File: src/rtl/ftdi_fifo_arb_if.sv
// ftdi_fifo_arb_if
// Bundles every handshake and bus signal around the FT245R FIFO-bus arbiter.
//   master : the arbiter (drives activates, RX FIFO head, TX ready, bus OE)
//   slave  : the surroundings (inner logic, read/write sequencers, FT245 flags)
// Port groups:
//   RX stream   : oRX_DATA, oRX_VALID, iRX_READY
//   TX stream   : iTX_DATA, iTX_VALID, oTX_READY
//   read seq    : oACT_RD_n, iREADY_RD_n, iDONE_RD_n, iRD_DATA
//   write seq   : oACT_WR_n, iREADY_WR_n, iDONE_WR_n, oWR_DATA
//   FT245 flags : iFIFO_RXF_n, iFIFO_TXE_n; bus direction oBUS_OE
interface ftdi_fifo_arb_if;
  logic [7:0] oRX_DATA;
  logic       oRX_VALID;
  logic       iRX_READY;
  logic [7:0] iTX_DATA;
  logic       iTX_VALID;
  logic       oTX_READY;
  logic       oACT_RD_n;
  logic       iREADY_RD_n;
  logic       iDONE_RD_n;
  logic [7:0] iRD_DATA;
  logic       oACT_WR_n;
  logic       iREADY_WR_n;
  logic       iDONE_WR_n;
  logic [7:0] oWR_DATA;
  logic       iFIFO_RXF_n;
  logic       iFIFO_TXE_n;
  logic       oBUS_OE;

  modport master (
    output oRX_DATA, oRX_VALID, oTX_READY, oACT_RD_n, oACT_WR_n, oWR_DATA, oBUS_OE,
    input  iRX_READY, iTX_DATA, iTX_VALID, iREADY_RD_n, iDONE_RD_n, iRD_DATA,
           iREADY_WR_n, iDONE_WR_n, iFIFO_RXF_n, iFIFO_TXE_n
  );

  modport slave (
    input  oRX_DATA, oRX_VALID, oTX_READY, oACT_RD_n, oACT_WR_n, oWR_DATA, oBUS_OE,
    output iRX_READY, iTX_DATA, iTX_VALID, iREADY_RD_n, iDONE_RD_n, iRD_DATA,
           iREADY_WR_n, iDONE_WR_n, iFIFO_RXF_n, iFIFO_TXE_n
  );
endinterface

File: src/rtl/ftdi_fifo_arb.sv
// ftdi_fifo_arb
// Owns the shared FT245R data bus: picks the read or write sequencer
// (round-robin on ties), pulses its activate, waits for its done strobe,
// inserts TURN_CYC idle clocks whenever the bus changes direction, buffers
// received bytes in a 2**RX_AW deep FIFO and holds one pending TX byte.
// Ports:
//   clk : system clock
//   rst : asynchronous reset, active low
//   bus : ftdi_fifo_arb_if.master (all stream, sequencer and FT245 signals)
module ftdi_fifo_arb #(
  parameter int unsigned RX_AW    = 2,
  parameter int unsigned TURN_CYC = 2
) (
  input  logic             clk,
  input  logic             rst,
  ftdi_fifo_arb_if.master  bus
);
  localparam int unsigned      DEPTH    = 1 << RX_AW;
  localparam logic [RX_AW:0]   RX_FULL  = {1'b1, {RX_AW{1'b0}}};
  localparam logic [3:0]       TURN_LD  = 4'(TURN_CYC);

  typedef enum logic [2:0] {IDLE, TURN, RD_ACT, RD_WAIT, WR_ACT, WR_WAIT} state_e;
  typedef enum logic {SIDE_RD, SIDE_WR} side_e;

  state_e           state_q, state_d;
  side_e            last_grant_q, last_grant_d;
  side_e            last_dir_q, last_dir_d;
  side_e            grant_q, grant_d;
  logic [3:0]       turn_cnt_q, turn_cnt_d;
  logic             act_rd_n_q, act_rd_n_d;
  logic             act_wr_n_q, act_wr_n_d;
  logic             bus_oe_q, bus_oe_d;
  logic             tx_full_q, tx_full_d;
  logic [7:0]       wr_data_q, wr_data_d;
  logic [RX_AW-1:0] wr_ptr_q, wr_ptr_d;
  logic [RX_AW-1:0] rd_ptr_q, rd_ptr_d;
  logic [RX_AW:0]   rx_count_q, rx_count_d;
  logic [7:0]       rx_mem [DEPTH];

  logic rd_ok, wr_ok, rx_push, rx_pop, tx_accept;

  always_comb begin
    // NOTE: every signal gets a default before the case so no path leaves it
    // unassigned; a missing default here would infer a latch.
    state_d      = state_q;
    last_grant_d = last_grant_q;
    last_dir_d   = last_dir_q;
    grant_d      = grant_q;
    turn_cnt_d   = turn_cnt_q;
    tx_full_d    = tx_full_q;
    wr_data_d    = wr_data_q;
    wr_ptr_d     = wr_ptr_q;
    rd_ptr_d     = rd_ptr_q;
    rx_count_d   = rx_count_q;

    rd_ok     = !bus.iFIFO_RXF_n && !bus.iREADY_RD_n && (rx_count_q != RX_FULL);
    wr_ok     = tx_full_q && !bus.iFIFO_TXE_n && !bus.iREADY_WR_n;
    tx_accept = bus.iTX_VALID && !tx_full_q;
    rx_pop    = (rx_count_q != '0) && bus.iRX_READY;
    rx_push   = (state_q == RD_WAIT) && !bus.iDONE_RD_n;

    unique case (state_q)
      IDLE: begin
        if (rd_ok || wr_ok) begin
          // Ties go to the side that did not win last time.
          grant_d      = (rd_ok && (!wr_ok || last_grant_q == SIDE_WR)) ? SIDE_RD : SIDE_WR;
          last_grant_d = grant_d;
          if (grant_d == last_dir_q) begin
            state_d = (grant_d == SIDE_RD) ? RD_ACT : WR_ACT;
          end else begin
            turn_cnt_d = TURN_LD;
            state_d    = TURN;
          end
        end
      end
      TURN: begin
        // Eligibility is deliberately not re-checked: the grant is committed.
        turn_cnt_d = turn_cnt_q - 4'd1;
        if (turn_cnt_q <= 4'd1) begin
          last_dir_d = grant_q;
          state_d    = (grant_q == SIDE_RD) ? RD_ACT : WR_ACT;
        end
      end
      RD_ACT:  state_d = RD_WAIT;
      RD_WAIT: if (!bus.iDONE_RD_n) state_d = IDLE;
      WR_ACT:  state_d = WR_WAIT;
      WR_WAIT: begin
        if (!bus.iDONE_WR_n) begin
          tx_full_d = 1'b0;
          state_d   = IDLE;
        end
      end
      default: state_d = IDLE;
    endcase

    // Accept and release are mutually exclusive: one needs tx_full low, the other high.
    if (tx_accept) begin
      tx_full_d = 1'b1;
      wr_data_d = bus.iTX_DATA;
    end

    if (rx_push) wr_ptr_d = wr_ptr_q + 1'b1;
    if (rx_pop)  rd_ptr_d = rd_ptr_q + 1'b1;
    if (rx_push && !rx_pop)      rx_count_d = rx_count_q + 1'b1;
    else if (!rx_push && rx_pop) rx_count_d = rx_count_q - 1'b1;

    // Outputs are derived from the next state so they are glitch-free flops
    // that line up with the state they belong to.
    act_rd_n_d = (state_d != RD_ACT);
    act_wr_n_d = (state_d != WR_ACT);
    bus_oe_d   = (state_d == WR_ACT) || (state_d == WR_WAIT) ||
                 ((state_d == IDLE) && (last_dir_d == SIDE_WR));
  end

  // NOTE: sequential state uses non-blocking assignments so every flop
  // samples the pre-edge values regardless of statement order.
  always_ff @(posedge clk or negedge rst) begin
    if (!rst) begin
      state_q      <= IDLE;
      last_grant_q <= SIDE_WR;
      last_dir_q   <= SIDE_RD;
      grant_q      <= SIDE_RD;
      turn_cnt_q   <= '0;
      act_rd_n_q   <= 1'b1;
      act_wr_n_q   <= 1'b1;
      bus_oe_q     <= 1'b0;
      tx_full_q    <= 1'b0;
      wr_data_q    <= '0;
      wr_ptr_q     <= '0;
      rd_ptr_q     <= '0;
      rx_count_q   <= '0;
    end else begin
      state_q      <= state_d;
      last_grant_q <= last_grant_d;
      last_dir_q   <= last_dir_d;
      grant_q      <= grant_d;
      turn_cnt_q   <= turn_cnt_d;
      act_rd_n_q   <= act_rd_n_d;
      act_wr_n_q   <= act_wr_n_d;
      bus_oe_q     <= bus_oe_d;
      tx_full_q    <= tx_full_d;
      wr_data_q    <= wr_data_d;
      wr_ptr_q     <= wr_ptr_d;
      rd_ptr_q     <= rd_ptr_d;
      rx_count_q   <= rx_count_d;
    end
  end

  // NOTE: the storage array has no reset; the head is masked to zero while
  // the count is zero, so stale contents are never visible.
  always_ff @(posedge clk) begin
    if (rx_push) rx_mem[wr_ptr_q] <= bus.iRD_DATA;
  end

  assign bus.oACT_RD_n = act_rd_n_q;
  assign bus.oACT_WR_n = act_wr_n_q;
  assign bus.oBUS_OE   = bus_oe_q;
  assign bus.oWR_DATA  = wr_data_q;
  assign bus.oTX_READY = !tx_full_q;
  assign bus.oRX_VALID = (rx_count_q != '0);
  assign bus.oRX_DATA  = (rx_count_q != '0) ? rx_mem[rd_ptr_q] : 8'h00;
endmodule

File: src/flat_wrapper.sv
// flat-port wrapper written by rule: the top's interface ports become plain ports
module ftdi_fifo_arb_flat 
#(
  parameter int unsigned RX_AW    = 2,
  parameter int unsigned TURN_CYC = 2
)
  (clk, rst, bus_oRX_DATA, bus_oRX_VALID, bus_oTX_READY, bus_oACT_RD_n, bus_oACT_WR_n, bus_oWR_DATA, bus_oBUS_OE, bus_iRX_READY, bus_iTX_DATA, bus_iTX_VALID, bus_iREADY_RD_n, bus_iDONE_RD_n, bus_iRD_DATA, bus_iREADY_WR_n, bus_iDONE_WR_n, bus_iFIFO_RXF_n, bus_iFIFO_TXE_n);
  ftdi_fifo_arb_if bus_i ();
  input  logic clk;
  input  logic rst;
  output wire logic [$bits(bus_i.oRX_DATA)-1:0] bus_oRX_DATA;
  output wire logic [$bits(bus_i.oRX_VALID)-1:0] bus_oRX_VALID;
  output wire logic [$bits(bus_i.oTX_READY)-1:0] bus_oTX_READY;
  output wire logic [$bits(bus_i.oACT_RD_n)-1:0] bus_oACT_RD_n;
  output wire logic [$bits(bus_i.oACT_WR_n)-1:0] bus_oACT_WR_n;
  output wire logic [$bits(bus_i.oWR_DATA)-1:0] bus_oWR_DATA;
  output wire logic [$bits(bus_i.oBUS_OE)-1:0] bus_oBUS_OE;
  input wire logic [$bits(bus_i.iRX_READY)-1:0] bus_iRX_READY;
  input wire logic [$bits(bus_i.iTX_DATA)-1:0] bus_iTX_DATA;
  input wire logic [$bits(bus_i.iTX_VALID)-1:0] bus_iTX_VALID;
  input wire logic [$bits(bus_i.iREADY_RD_n)-1:0] bus_iREADY_RD_n;
  input wire logic [$bits(bus_i.iDONE_RD_n)-1:0] bus_iDONE_RD_n;
  input wire logic [$bits(bus_i.iRD_DATA)-1:0] bus_iRD_DATA;
  input wire logic [$bits(bus_i.iREADY_WR_n)-1:0] bus_iREADY_WR_n;
  input wire logic [$bits(bus_i.iDONE_WR_n)-1:0] bus_iDONE_WR_n;
  input wire logic [$bits(bus_i.iFIFO_RXF_n)-1:0] bus_iFIFO_RXF_n;
  input wire logic [$bits(bus_i.iFIFO_TXE_n)-1:0] bus_iFIFO_TXE_n;
  assign bus_oRX_DATA = bus_i.oRX_DATA;
  assign bus_oRX_VALID = bus_i.oRX_VALID;
  assign bus_oTX_READY = bus_i.oTX_READY;
  assign bus_oACT_RD_n = bus_i.oACT_RD_n;
  assign bus_oACT_WR_n = bus_i.oACT_WR_n;
  assign bus_oWR_DATA = bus_i.oWR_DATA;
  assign bus_oBUS_OE = bus_i.oBUS_OE;
  assign bus_i.iRX_READY = bus_iRX_READY;
  assign bus_i.iTX_DATA = bus_iTX_DATA;
  assign bus_i.iTX_VALID = bus_iTX_VALID;
  assign bus_i.iREADY_RD_n = bus_iREADY_RD_n;
  assign bus_i.iDONE_RD_n = bus_iDONE_RD_n;
  assign bus_i.iRD_DATA = bus_iRD_DATA;
  assign bus_i.iREADY_WR_n = bus_iREADY_WR_n;
  assign bus_i.iDONE_WR_n = bus_iDONE_WR_n;
  assign bus_i.iFIFO_RXF_n = bus_iFIFO_RXF_n;
  assign bus_i.iFIFO_TXE_n = bus_iFIFO_TXE_n;
  ftdi_fifo_arb #(.RX_AW(RX_AW), .TURN_CYC(TURN_CYC)) u_core (.clk(clk), .rst(rst), .bus(bus_i));
endmodule
File: config.mk
export PLATFORM = sky130hd
export DESIGN_NAME = ftdi_fifo_arb_flat
export DESIGN_NICKNAME = d
export VERILOG_FILES = /design/src/rtl/ftdi_fifo_arb_if.sv /design/src/rtl/ftdi_fifo_arb.sv /design/src/flat_wrapper.sv
export SDC_FILE = /design/constraint.sdc
export NUM_CORES = 1
export LEC_CHECK = 0
export ABC_AREA = 1
export BUFFER_PORTS_ARGS = -buffer_cell sky130_fd_sc_hd__clkbuf_2
export CAP_MARGIN = 10
export CORE_ASPECT_RATIO = 1.25
export CORE_MARGIN = 10
export CORE_UTILIZATION = 55
export DETAILED_ROUTE_END_ITERATION = 8
export PLACE_DENSITY = 0.76
export SETUP_SLACK_MARGIN = 0.2
export SYNTH_ARGS = -nofsm -noshare
export SYNTH_HDL_FRONTEND = slang
export SYNTH_SLANG_ARGS = --single-unit
File: constraint.sdc
create_clock -name clk -period 2.4 [get_ports clk]
set_clock_uncertainty 0.05 [all_clocks]
set_input_delay 0 -clock clk [delete_from_list [all_inputs] [get_ports clk]]
set_output_delay 0 -clock clk [all_outputs]
set_load 0.005 [all_outputs]
==> After elaboration in Yosys (flattened, before gate mapping) <==
Memory sizes are Yosys's and may differ from the RTL's.
Index checks and enable logic that the tools add are counted.
{ "totals": {"latch_bits": 0, "in_bits": 26, "memories": 1, "out_inout_bits": 21, "elab_cells": 89, "rom_bits": 0, "mem_bits_rw": 32, "regBits": 29} }
{ "op_classes": {"magnitude_cmp": 1, "div_mod_pow": 0, "bitwise_logic": 0, "n_mux": 22, "mul": 0, "n_eq_ne": 14, "n_reduce_logical": 33, "add_sub_neg": 5, "n_shift": 0} }
{ "mem_list": {"columns": ["memory", "depth", "word_bits", "rd", "rd_ports_with_merged_regs", "wr", "line", "rtl"], "rows": [
  ["u_core.rx_mem", 4, 8, 1, 0, 1, "ftdi_fifo_arb.sv:38", "logic [7:0] rx_mem [DEPTH];"]
]} }
{ "ops": {"columns": ["operator", "n"], "rows": [
  ["2-to-1 mux 3 bit", 9],
  ["case mux 3 bit (6 select lines)", 1],
  ["== test 3 bit (second input constant)", 4],
  ["logical AND 1 bit", 11],
  ["logical NOT 1 bit", 9],
  ["2-to-1 mux 1 bit", 8],
  ["2-to-1 mux 4 bit", 2],
  ["2-to-1 mux 8 bit", 1],
  ["case mux 4 bit (2 select lines)", 1],
  ["== test 3 x 2 -> 1 bit (second input constant)", 2],
  ["logical NOT 3 bit", 2],
  ["!= test 3 bit (second input constant)", 2],
  ["nonzero test 2 bit", 3],
  ["adder 2 x 1 -> 2 bit (second input constant)", 2],
  ["<= comparator 4 x 1 -> 1 bit (second input constant)", 1],
  ["logical OR 1 bit", 4],
  ["!= test 2 x 1 -> 1 bit (second input constant)", 2],
  ["AND reduction 2 bit", 2],
  ["subtractor 4 x 1 -> 4 bit (second input constant)", 1],
  ["adder 3 x 1 -> 3 bit (second input constant)", 1],
  ["== test 3 x 1 -> 1 bit (second input constant)", 1],
  ["!= test 3 x 2 -> 1 bit (second input constant)", 1],
  ["AND reduction 3 bit", 1],
  ["nonzero test 3 bit", 1],
  ["other kinds (3)", 3]
]} }

==> Depth between registers and ports, before layout <==
Gate-level depths: netlist (run 1).
{ "depth": {"word_depth": 14, "ltp_mapped": 10, "ltp_nobuf": 10} }

==> Worst setup path before layout (run 1) <==
Ideal clock, no wire load.
{ "synth_path": {"kind": "register to register", "startpoint": "reg u_core.rx_count_q[1]", "endpoint": "reg u_core.rx_count_q[2]", "period_less_slack_ns": 2.011, "path_stages_with_launch": 10, "path_buffers": 0, "arrival_ns": 1.835, "setup_slack_ns": 0.389, "setup_ns": 0.126, "t_required_ns": 2.224, "path_cell_list": "dfrtp_1 nor3_4 nor2_1 inv_1 ha_1 inv_1 fa_1 a21oi_1 o21ai_0 xnor2_1"} }
{ "synth_via": {"elab_chain_len": 5, "elab_cells_between_ends": 10, "classes_between": "add/sub: 2; mux: 2; reduce/logical: 6"} }
{ "synth_lines": {"columns": ["element", "line", "rtl"], "rows": [
  ["start, declared", "ftdi_fifo_arb.sv:37", "logic [RX_AW:0] rx_count_q, rx_count_d;"],
  ["start signal, assigned", "ftdi_fifo_arb.sv:145", "rx_count_q <= rx_count_d;"],
  ["branches (longest 5 deep; another with subtractor 3 x 1 -> 3 bit)", null, null]
]} }
Several ways; the timed one is not identified. The select of a mux whose other input is x is not followed.
A chain may end at the register's enable or synchronous reset.

==> Worst setup path after layout (run 1) <==
{ "layout_path": {"startpoint": "reg u_core.state_q[2]", "endpoint": "reg u_core.rx_count_q[2]"} }
{ "layout_via": {"elab_chain_len": 5, "elab_cells_between_ends": 7, "classes_between": "eq/ne: 1; mux: 1; reduce/logical: 5"} }
{ "layout_lines": {"columns": ["element", "line", "rtl"], "rows": [
  ["start, declared", "ftdi_fifo_arb.sv:25", "state_e state_q, state_d;"],
  ["start signal, assigned", "ftdi_fifo_arb.sv:133", "state_q <= state_d;"],
  ["== test 3 x 2 -> 1 bit *", "ftdi_fifo_arb.sv:60", "rx_push = (state_q == RD_WAIT) && !bus.iDONE_RD_n;"],
  ["logical AND 1 bit *", "ftdi_fifo_arb.sv:60", null],
  ["via u_core.rx_push", "ftdi_fifo_arb.sv:40", "logic rd_ok, wr_ok, rx_push, rx_pop, tx_accept;"],
  ["logical NOT 1 bit", "ftdi_fifo_arb.sv:105", "else if (!rx_push && rx_pop) rx_count_d = rx_count_q - 1'b1;"],
  ["logical AND 1 bit", "ftdi_fifo_arb.sv:105", null],
  ["nonzero test 2 bit (no source line)", null, null]
]} }
The timed path passes the listed nets; every way through them passes the cells marked *.

==> results of run 1 <==
## routing by layer
layer | vias up | routed length [µm] | part of all wire (%) | GRT usage (%)
met3 | 10 | 364 | 6.7 | 5.60
met5 | - | 0 | 0 | 0
li1 | 1002 | - | - | -
met2 | 51 | 2890 | 53 | 23.8
met4 | 0 | 96 | 1.8 | 5.91
met1 | 940 | 2070 | 38 | 13.2
## flip-flops by register name, indices dropped and copies added (netlist names)
register              flops
u_core.wr_ptr_q           2
u_core.grant_q            1
u_core.bus.oBUS_OE        1
u_core.bus.oACT_WR_n      1
u_core.last_grant_q       1
u_core.bus.oACT_RD_n      1
u_core.state_q            3
u_core.rx_count_q         3
u_core.tx_full_q          1
u_core.bus.oWR_DATA       8
u_core.last_dir_q         1
u_core.turn_cnt_q         4
u_core.rd_ptr_q           2
u_core.rx_mem            32
## kinds of logic (layout without fill, tap and decap cells)
family          after synthesis  count (layout)  share of synthesized area (%)
simple gates                 95              95                           15.5
fa+ha+maj                     9               9                           4.39
buf+inv                      42             125                           5.90
xor+xnor                      6               6                           1.92
compound gates               36              36                           6.77
mux                           9               9                           3.70
flops                        61              61                           61.8
## timing repair
action | in CTS | in global routing
resized for setup | 0 | 2
hold endpoints to repair | 69 | 1
hold buffers | 19 | 1
setup endpoints to repair | 0 | 1
## metrics by stage
| stage | total power, µW | area, µm² | setup WS (ns) |
|---|---|---|---|
| final | 4060 | 3490 | 0.335 |
| after global routing | 4400 | 3490 | 0.211 |
| after CTS | 4100 | 3470 | 0.274 |
| after detailed placement | 3070 | 3060 | 0.281 |
| after global placement | 3010 | 3060 | 0.371 |
| after floorplan | 2570 | 2740 | 0.389 |
## how the worst min path moves through the flow
stage	slack (ns)	startpoint	depth (start not counted)	end
after floorplan	-0.35	rst	0	u_core.bus.oBUS_OE$_DFF_PN0_
after global placement	0.04	rst	1	u_core.bus.oBUS_OE$_DFF_PN0_
after detailed placement	0.03	rst	1	u_core.bus.oBUS_OE$_DFF_PN0_
after CTS	0.05	bus_iDONE_RD_n	4	u_core.wr_ptr_q[0]$_DFFE_PN0P_
after global routing	0.11	bus_iFIFO_TXE_n	6	u_core.last_grant_q$_DFFE_PN1P_
final	0.07	bus_iFIFO_TXE_n	6	u_core.last_grant_q$_DFFE_PN1P_
## layout make-up
cell class	count	area (µm²)	share of cell area, %
Clock buffer	9	124	3.55
Clock inverter	7	100	2.87
Inverter	38	143	4.08
Multi-Input combinational cell	155	892	25.5
Sequential cell	61	1690	48.4
Tap cell	60	75.1	2.15
Timing Repair Buffer	71	468	13.4
## placed cells by master, fill, tap and decap left out, types with 8 or more instances in the layout
cell / n
a21oi_1: 10
clkbuf_2: 46
clkbuf_8: 9
dfrtp_1: 26
dlygate4sd3_1: 20
edfxtp_1: 32
ha_1: 8
inv_1: 29
inv_2: 8
mux2_2: 9
nand2_1: 25
nand3_1: 9
nor2_1: 48
o21ai_0: 23
## power by group
group	total, µW	switching [µW]	internal, µW
logic	1440	811	632
clock network	993	404	589
registers	1620	260	1360
## worst reg2reg max path, stage by stage (launching register included)
cell	delay (ns)
dfrtp_1	0.46
nor3_2	0.22
nand2_2	0.12
inv_1	0.11
ha_1	0.14
inv_1	0.06
fa_1	0.39
a21oi_1	0.14
o21ai_0	0.11
xnor2_1	0.14
==> metrics.txt, run 1 <==
CP max FO 6; Syn-to-layout area delta 27.6%; Max Slew Vio Count 0; Final #Nets about 370; Initial Util a little under three fifths; die area 8210 µm²; Post-synth ARST share between 40% and 50%; Synth Instances 258; via count 2003; first-pass GRT wire length 8.85 mm; kind of critical path reg -> reg; grt total ovfl 0; max incr delay on CP 0.46 ns; Slew @ Worst Pin roughly 0.71 ns; yosys warns 0; Vias per Instance 5.00; post-route ant nets 0; Die Y 98.9 µm; Crit. End Element flop; top-count cell post-synth nor2_1; Final Util 73.3%; initial antenna violation count 0; vias in the first global route 1944; endpoints failing setup 0; Leakage 0.00158 µW; Port Buffers 46; number of flops mapped to enable cells by yosys 32; Worst EP required 2.56 ns; DR pass1 iterations 4; worst hold path class in -> reg; Final Hold Viols 0; clk root buf clkbuf_8; status complete, no violations; critical path launch point u_core.state_q[2]$_DFF_PN0_; Crit path top cell by count inv_1; Post-Syn Area 2740 µm²; # fillers 336; setup TNS 0 ns; Worst-Skew Late Latency 0.33 ns; min Tclk post-route 2.06 ns; Seq cells post-synth ~60; CP bufs+invs 2; post-synth top area share about a third; leading post-synthesis cells by cell area edfxtp_1 35%, dfrtp_1 24%, nor2_1 6.6%; Die X 83.1 µm; fin cells between 400 and 500; power density over cell area roughly 1200 nW/µm²; routed len/inst 13.5 µm; fin crit share ~86%; Distinct cells, synth 28; total core area 4760 µm²; total global-route track usage a little over an eighth; Site Rows 28; largest net degree at the start of global routing 30; Hold WS 0.0682 ns; Inst Count DP 365; reg-to-reg endpoint u_core.rx_count_q[2]$_DFFE_PN0P_; DP HPWL ~3.8 mm; FF-to-FF path depth 9; R2R Setup Slk between 0.3 and 0.4 ns; worst-path cell chain nor3_2 > nand2_2 > inv_1 > ha_1 > inv_1 > fa_1 > a21oi_1 > o21ai_0 > xnor2_1; post-CTS setup buffers 0; final WL 5.43 mm; max-cap violation count 0; Num CTS Buffers 9; TritonCTS clock tree yes; Synth Flop Type edfxtp_1; clk sinks 61; initial DRC count 69; H-tree Lvls 3; CP delay by family, top adder cells; Clock transition at path regs about 0.070 ns; peak supply drop just over 800 µV; syn nets 293; IO Count 47; sequential cell area fraction in the yosys report 61.8%; routability cong. 0.800; WP data arrival 2.23 ns; RSZ-0062 raised after global routing false; drt drc 0; synth cell count leaders 48 x nor2_1, 32 x edfxtp_1, 29 x inv_1; Slowest cell on crit path dfrtp_1; worst-case clock buffer depth 2; CP Depth 9; element type at the critical path start flop; Synth area leader edfxtp_1; ant diodes 0; R2R Path Start u_core.state_q[2]$_DFF_PN0_; Worst Setup EP u_core.rx_count_q[2]$_DFFE_PN0P_; f_max 484 MHz; worst relative slew slack between 50% and 60%; share of layout cells above drive strength 1 28.7%; Post-Syn Area per Cell 10.6 µm²
(Power assumes the default switching activity.)
==> run 2, diff against run 1 <==
==> constraint.sdc (replaced) <==
create_clock -name clk -period 1.9 [get_ports clk]
set_clock_uncertainty 0.05 [all_clocks]
set_input_delay 0 -clock clk [delete_from_list [all_inputs] [get_ports clk]]
set_output_delay 0 -clock clk [all_outputs]
set_load 0.005 [all_outputs]
==> run 2 against run 1 <==
  * Non-clock buffer count is 19 higher
  * Sequential power is 20% higher
  * Critical path depth stayed put
  * Critical path type unchanged
  * Routed wire length is 12% higher
  * Clock power is 24% higher
  * Via count is 5.3% higher
  * Clock-buffer cell count stayed put
  * Die area stayed put
==> metrics.txt, run 2 (synthesis gave the netlist of run 1 again) <==
Syn-to-layout area delta 34.6% (was 27.6%); worst-path cell chain nor3_4 > nor2_2 > inv_2 > ha_4 > inv_2 > fa_2 > a21oi_2 > o21ai_1 > xnor2_1 (was nor3_2 > nand2_2 > inv_1 > ha_1 > inv_1 > fa_1 > a21oi_1 > o21ai_0 > xnor2_1); fin crit share 94.5% (was 86.0%); min Tclk post-route 1.80 ns (was 2.06 ns); worst relative slew slack 52.8% (was 52.6%); clk root buf clkbuf_8 (unchanged); initial antenna violation count 0 (unchanged); most common cell after layout, fill and taps aside clkbuf_2 (was nor2_1); f_max 557 MHz (was 484 MHz); # fillers 324 (was 336); kind of critical path reg -> reg (unchanged); IO Count 47 (unchanged); Worst-Skew Late Latency 0.34 ns (was 0.33 ns); total core area 4760 µm² (unchanged); first-pass GRT wire length 10.4 mm (was 8.85 mm); Initial Util 57.4% (unchanged); register area 1690 µm² (about the same); routed len/inst 14.5 µm (was 13.5 µm); CP max FO 2 (was 6); Crit path top cell by count inv_2 (was inv_1); die area 8210 µm² (unchanged); Port Buffers 46 (unchanged); R2R Path Start u_core.rx_count_q[0]$_DFFE_PN0P_ (was u_core.state_q[2]$_DFF_PN0_); vias in the first global route 2330 (was 1944); RSZ-0062 raised after global routing true (was false); largest net degree at the start of global routing 30 (unchanged); Hold WS 0.0466 ns (was 0.0682 ns); Clock transition at path regs 0.07 ns (about the same); Multi-input gate area 943 µm² (was 892 µm²); initial DRC count 67 (was 69); Worst EP required 2.10 ns (was 2.56 ns); FF-to-FF path depth 9 (unchanged); H-tree Lvls 3 (unchanged); Die Y 98.9 µm (unchanged); grt total ovfl 0 (unchanged); Final #Nets 390 (was 371); Top reg by flops u_core.rx_mem (unchanged); Site Rows 28 (unchanged); clk sinks 61 (unchanged); reg-to-reg endpoint u_core.rx_count_q[2]$_DFFE_PN0P_ (unchanged); most frequent cells in the layout 46 x clkbuf_2, 45 x nor2_1, 32 x edfxtp_1, 26 x inv_1, 26 x nand2_1 (was 48 x nor2_1, 46 x clkbuf_2, 32 x edfxtp_1, 29 x inv_1, 26 x dfrtp_1); Hold Startpoint bus_iDONE_RD_n (was bus_iFIFO_TXE_n); Vias per Instance 5.02 (was 5.00); drt drc 0 (unchanged); peak supply drop 1470 µV (was 830 µV); hold path depth 5 (was 6); WP data arrival 1.99 ns (was 2.23 ns); max incr delay on CP 0.42 ns (was 0.46 ns); Max Slew Vio Count 0 (unchanged); Crit. End Element flop (unchanged); share of layout cells above drive strength 1 36.1% (was 28.7%); Leakage 0.00166 µW (was 0.00158 µW); power density over cell area 1500 nW/µm² (was 1160 nW/µm²); TritonCTS clock tree yes (unchanged); max-cap violation count 0 (unchanged); DR pass1 iterations 4 (unchanged); element type at the critical path start flop (unchanged); Largest register FFs 32 (unchanged); worst hold path class in -> reg (unchanged); R2R Setup Slk 0.10 ns (was 0.34 ns); status complete, no violations (unchanged); Final Hold Viols 0 (unchanged); total global-route track usage 15.4% (was 13.3%); post-route ant nets 0 (unchanged); final WL 6.10 mm (was 5.43 mm); Slowest cell on crit path dfrtp_2 (was dfrtp_1); Num CTS Buffers 9 (unchanged); worst-case clock buffer depth 2 (unchanged); Endpoint, Worst Hold u_core.wr_ptr_q[1]$_DFFE_PN0P_ (was u_core.last_grant_q$_DFFE_PN1P_); endpoints failing setup 0 (unchanged); routability cong. 0.832 (was 0.800); via count 2110 (was 2003); setup TNS 0 ns (unchanged); Die X 83.1 µm (unchanged); ant diodes 0 (unchanged); Slew @ Worst Pin 0.708 ns (was 0.710 ns); DP HPWL 4.12 mm (was 3.78 mm)
[run 2: cell types whose count changed in the layout (fill, tap and decap cells not counted), sizes merged]
cell	before	now
clkinv	6	4
dlygate4sd3	20	19
inv	37	38
clkinvlp	0	1
buf	5	25
[run 2: final cells by class]
class | instances | area share (%)
flip-flops and latches | 61 | 46.0
multi-input cells | 155 | 25.6
repair buffers | 90 | 16.6
inverters | 38 | 3.94
clock buffers | 9 | 3.36
clock inverters | 7 | 2.45
well taps | 60 | 2.04
[run 2: critical path: cells and delay by family, from the launching register on]
kind            cells  cell delay (ns)
buf+inv             2             0.11
fa+ha+maj           2             0.47
compound gates      2             0.21
flops               1             0.42
xor+xnor            1             0.18
simple gates        2             0.28
[run 2: power breakdown]
group | leakage, µW | internal, µW | total [µW] | switching (µW)
Combinational | 0.000932 | 1050 | 2340 | 1280
Sequential | 0.000624 | 1730 | 1950 | 219
Clock | 0.000107 | 730 | 1230 | 500
Total | 0.00166 | 3510 | 5520 | 2000
[run 2: how the worst max path moves through the flow]
stage                                startpoint  slack (ns)                               end
2_1_floorplan  u_core.rx_count_q[2]$_DFFE_PN0P_       -0.02  u_core.rx_count_q[1]$_DFFE_PN0P_
3_3_place_gp   u_core.rx_count_q[2]$_DFFE_PN0P_        0.12  u_core.rx_count_q[1]$_DFFE_PN0P_
3_5_place_dp   u_core.rx_count_q[2]$_DFFE_PN0P_        0.07  u_core.rx_count_q[1]$_DFFE_PN0P_
4_1_cts        u_core.rx_count_q[2]$_DFFE_PN0P_        0.08  u_core.rx_count_q[2]$_DFFE_PN0P_
5_1_grt        u_core.rx_count_q[0]$_DFFE_PN0P_       -0.02  u_core.rx_count_q[2]$_DFFE_PN0P_
6_report       u_core.rx_count_q[0]$_DFFE_PN0P_        0.10  u_core.rx_count_q[2]$_DFFE_PN0P_
[run 2: layer usage]
| layer | global-route usage (%) | routed length (µm) | vias to the layer above |
|---|---|---|---|
| li1 | - | - | 1035 |
| met1 | 15.1 | 2300 | 1007 |
| met2 | 27.9 | 3270 | 57 |
| met3 | 5.77 | 390 | 11 |
| met4 | 7.22 | 136 | 0 |
| met5 | 0 | 0 | - |
[run 2: stage by stage]
stage | area (µm²) | util (%) | worst slack (ns) | power [µW] | std cells
global placement | 3130 | 65.8 | 0.125 | 3940 | 374
finish | 3680 | 77.3 | 0.104 | 5520 | 420
CTS | 3600 | 75.6 | 0.0786 | 5410 | 413
floorplan | 2740 | - | -0.0184 | 3250 | 258
global route | 3680 | 77.3 | -0.0167 | 5960 | 420
detailed placement | 3130 | 65.8 | 0.0687 | 4030 | 374
[run 2: what timing repair did]
item | 4_1_cts | 5_1_grt
resized for setup | 9 | 8
hold buffers | 19 | 0
setup buffers | 4 | 7
endpoints found under the hold margin | 70 | 0
pin swaps | 3 | 5
endpoints found under the setup margin | 6 | 8
==> run 3, diff against run 2 <==
--- a/config.mk
+++ b/config.mk
@@ -8,10 +8,10 @@
 export ABC_AREA = 1
 export BUFFER_PORTS_ARGS = -buffer_cell sky130_fd_sc_hd__clkbuf_2
 export CAP_MARGIN = 10
-export CORE_ASPECT_RATIO = 1.25
 export CORE_MARGIN = 10
 export CORE_UTILIZATION = 55
 export DETAILED_ROUTE_END_ITERATION = 8
+export GPL_TIMING_DRIVEN = 0
 export PLACE_DENSITY = 0.76
 export SETUP_SLACK_MARGIN = 0.2
 export SYNTH_ARGS = -nofsm -noshare
==> run 3 against run 2 <==
  * Cell area rose by 2.8%
  * Worst hold slack improved by 0.016 ns
  * Fmax fell by 5.1%
  * Clock-buffer cell count rose by 1
  * Via count fell by 0.28%
  * Routed wire length rose by 0.97%
  * Global-route usage rose by 0.074 points
  * Flip-flop and latch count did not move
  * Final cell count rose by 1.4%
  * Worst setup slack got worse by 0.096 ns
  * Sequential share of layout area fell by 1.1 points
  * Combinational power rose by 6%
  * Critical endpoint unchanged
  * Highest routed layer unchanged
==> metrics.txt, run 3 (synthesis gave the netlist of run 1 again) <==
Inst Count DP 371 (was 374); DR pass1 iterations 5 (was 4); Int Power 3750 µW (was 3510 µW); grt total ovfl 0 (unchanged); routed len/inst 14.5 µm (about the same); power share of the clock group 24.3% (was 22.3%); worst relative slew slack 44.6% (was 52.8%); CP max FO 4 (was 2); IO Count 47 (unchanged); total core area 4790 µm² (was 4760 µm²); Crit path top cell by count inv_2 (unchanged); # fillers 285 (was 324); kind of critical path reg -> reg (unchanged); final WL 6.16 mm (was 6.10 mm); Slew @ Worst Pin 0.828 ns (was 0.708 ns); total global-route track usage 15.4% (about the same); via count 2104 (was 2110); DP HPWL 3.86 mm (was 4.12 mm); most frequent cells in the layout 46 x clkbuf_2, 42 x nor2_1, 32 x edfxtp_1, 26 x inv_1, 24 x nand2_1 (was 46 x clkbuf_2, 45 x nor2_1, 32 x edfxtp_1, 26 x inv_1, 26 x nand2_1); worst hold path class in -> reg (unchanged); Slowest cell on crit path dfrtp_1 (was dfrtp_2); Final Hold Viols 0 (unchanged); routability cong. 0.798 (was 0.832); fin crit share 99.6% (was 94.5%); Port Buffers 46 (unchanged); f_max 529 MHz (was 557 MHz); die area 8200 µm² (was 8210 µm²); Worst-Skew Late Latency 0.34 ns (about the same); Top reg by flops u_core.rx_mem (unchanged); Clock transition at path regs 0.07 ns (about the same); Largest register FFs 32 (unchanged); Comb power frac 42.4% (about the same); power density over cell area 1540 nW/µm² (was 1500 nW/µm²); Syn-to-layout area delta 38.3% (was 34.6%); Hold WS 0.0623 ns (was 0.0466 ns); Die Y 90.5 µm (was 98.9 µm); Leakage 0.00168 µW (was 0.00166 µW); most common cell after layout, fill and taps aside clkbuf_2 (unchanged); Vias per Instance 4.94 (was 5.02); Sequential Power Share 33.4% (was 35.3%); register area 1700 µm² (was 1690 µm²); initial antenna violation count 1 (was 0); Site Rows 25 (was 28); drt drc 0 (unchanged); Max Slew Vio Count 0 (unchanged); clk sinks 61 (unchanged); Placed Area 3060 µm² (was 3130 µm²); peak supply drop 1040 µV (was 1470 µV); max incr delay on CP 0.36 ns (was 0.42 ns); CP bufs+invs 3 (was 2); share of layout cells above drive strength 1 38.0% (was 36.1%); Num CTS Buffers 9 (unchanged); RSZ-0062 raised after global routing true (unchanged); H-tree Lvls 3 (unchanged); Initial Util 57.2% (was 57.4%); Multi-input gate area 986 µm² (was 943 µm²); post-route ant nets 0 (unchanged); max-cap violation count 0 (unchanged); final instance area 3780 µm² (was 3680 µm²); worst-case clock buffer depth 2 (unchanged); status complete, no violations (unchanged); endpoints failing setup 0 (unchanged); first-pass GRT wire length 10.2 mm (was 10.4 mm); clk root buf clkbuf_8 (unchanged); vias in the first global route 2213 (was 2330); Final #Nets 388 (was 390); min Tclk post-route 1.89 ns (was 1.80 ns); Worst EP required 2.07 ns (was 2.10 ns); fin cells 426 (was 420); overall power 5820 µW (was 5520 µW); WP data arrival 2.07 ns (was 1.99 ns); TritonCTS clock tree yes (unchanged); element type at the critical path start flop (unchanged); worst-path cell chain inv_2 > nor3_4 > nand2_2 > inv_2 > ha_4 > inv_4 > fa_2 > a21oi_2 > o21ai_2 > xnor2_1 (was nor3_4 > nor2_2 > inv_2 > ha_4 > inv_2 > fa_2 > a21oi_2 > o21ai_1 > xnor2_1); CP delay by family, top adder cells (unchanged); largest net degree at the start of global routing 30 (unchanged); initial DRC count 162 (was 67); net switching power 2070 µW (was 2000 µW); Crit. End Element flop (unchanged); Switching Share 35.6% (was 36.3%); Die X 90.5 µm (was 83.1 µm)
run 3: cell count changes in the layout (fill, tap and decap cells not counted), sizes merged:
| cell | before | now |
|---|---|---|
| clkbuf | 55 | 58 |
| diode | 0 | 1 |
| clkinv | 4 | 2 |
| bufinv | 2 | 3 |
| dlygate4sd3 | 19 | 20 |
| buf | 25 | 20 |
run 3: timing repair:
| action | CTS | global route |
|---|---|---|
| pin swaps | 4 | 10 |
| gates resized for setup | 18 | 25 |
| hold endpoints to repair | 71 | 0 |
| hold buffers | 20 | 0 |
| buffers inserted | 9 | 9 |
| endpoints found under the setup margin | 44 | 50 |
run 3: through the flow:
stage          setup TNS (ns)  setup slack (ns)  util [%]
6_report                    0           0.00800      79.1
4_1_cts                     0            0.0234      75.6
2_1_floorplan         -0.0349           -0.0184         -
5_1_grt                -0.155            -0.122      79.1
3_3_place_gp           -0.426            -0.219      63.9
3_5_place_dp           -0.867            -0.274      63.9
run 3: path summary, 6_finish.rpt:
check	cells after the start	start	endpoint	slack [ns]
setup / recovery	10	u_core.state_q[1]$_DFF_PN0_	u_core.rx_count_q[2]$_DFFE_PN0P_	0.008
hold / removal	6	bus_iFIFO_TXE_n	u_core.last_grant_q$_DFFE_PN1P_	0.06
setup reg to reg	10	u_core.state_q[1]$_DFF_PN0_	u_core.rx_count_q[2]$_DFFE_PN0P_	0.008
hold reg to reg	1	u_core.turn_cnt_q[3]$_DFFE_PN0P_	u_core.turn_cnt_q[3]$_DFFE_PN0P_	0.45
max in group asynchronous	2	rst	u_core.state_q[0]$_DFF_PN0_	1.10
min in group asynchronous	2	rst	u_core.bus.oWR_DATA[7]$_DFFE_PN0P_	0.20
run 3: area by class of cell:
class,instances,area share [%]
inverters,38,3.97
clock inverters,6,2.91
multi-input cells,155,26.1
repair buffers,84,15.0
well taps,67,2.22
clock buffers,10,3.64
flip-flops and latches,61,44.8
diodes,1,0.0661
plain buffers,4,1.26
run 3: metal layers:
metal | global-route usage (%) | wire (µm) | part of all wire (%) | vias to the layer above
met5 | 0 | 0 | 0 | -
met4 | 8.22 | 181 | 2.9 | 0
met3 | 5.65 | 462 | 7.5 | 14
met2 | 24.9 | 2990 | 49 | 73
met1 | 17.4 | 2520 | 41 | 978
li1 | - | - | - | 1039
run 3: worst register-to-register path: stages (launching register included):
cell	delay (ns)
dfrtp_1	0.36
inv_2	0.06
nor3_4	0.17
nand2_2	0.11
inv_2	0.11
ha_4	0.15
inv_4	0.03
fa_2	0.35
a21oi_2	0.18
o21ai_2	0.08
xnor2_1	0.12
run 3: power by group through the flow:
stage | clock network, µW | registers (µW) | logic, µW
5_1_grt | 1480 | 1980 | 2820
4_1_cts | 1430 | 1930 | 2180
3_5_place_dp | 0 | 1990 | 1920
3_3_place_gp | 0 | 1970 | 1860
2_1_floorplan | 0 | 1950 | 1300
6_report | 1410 | 1940 | 2470
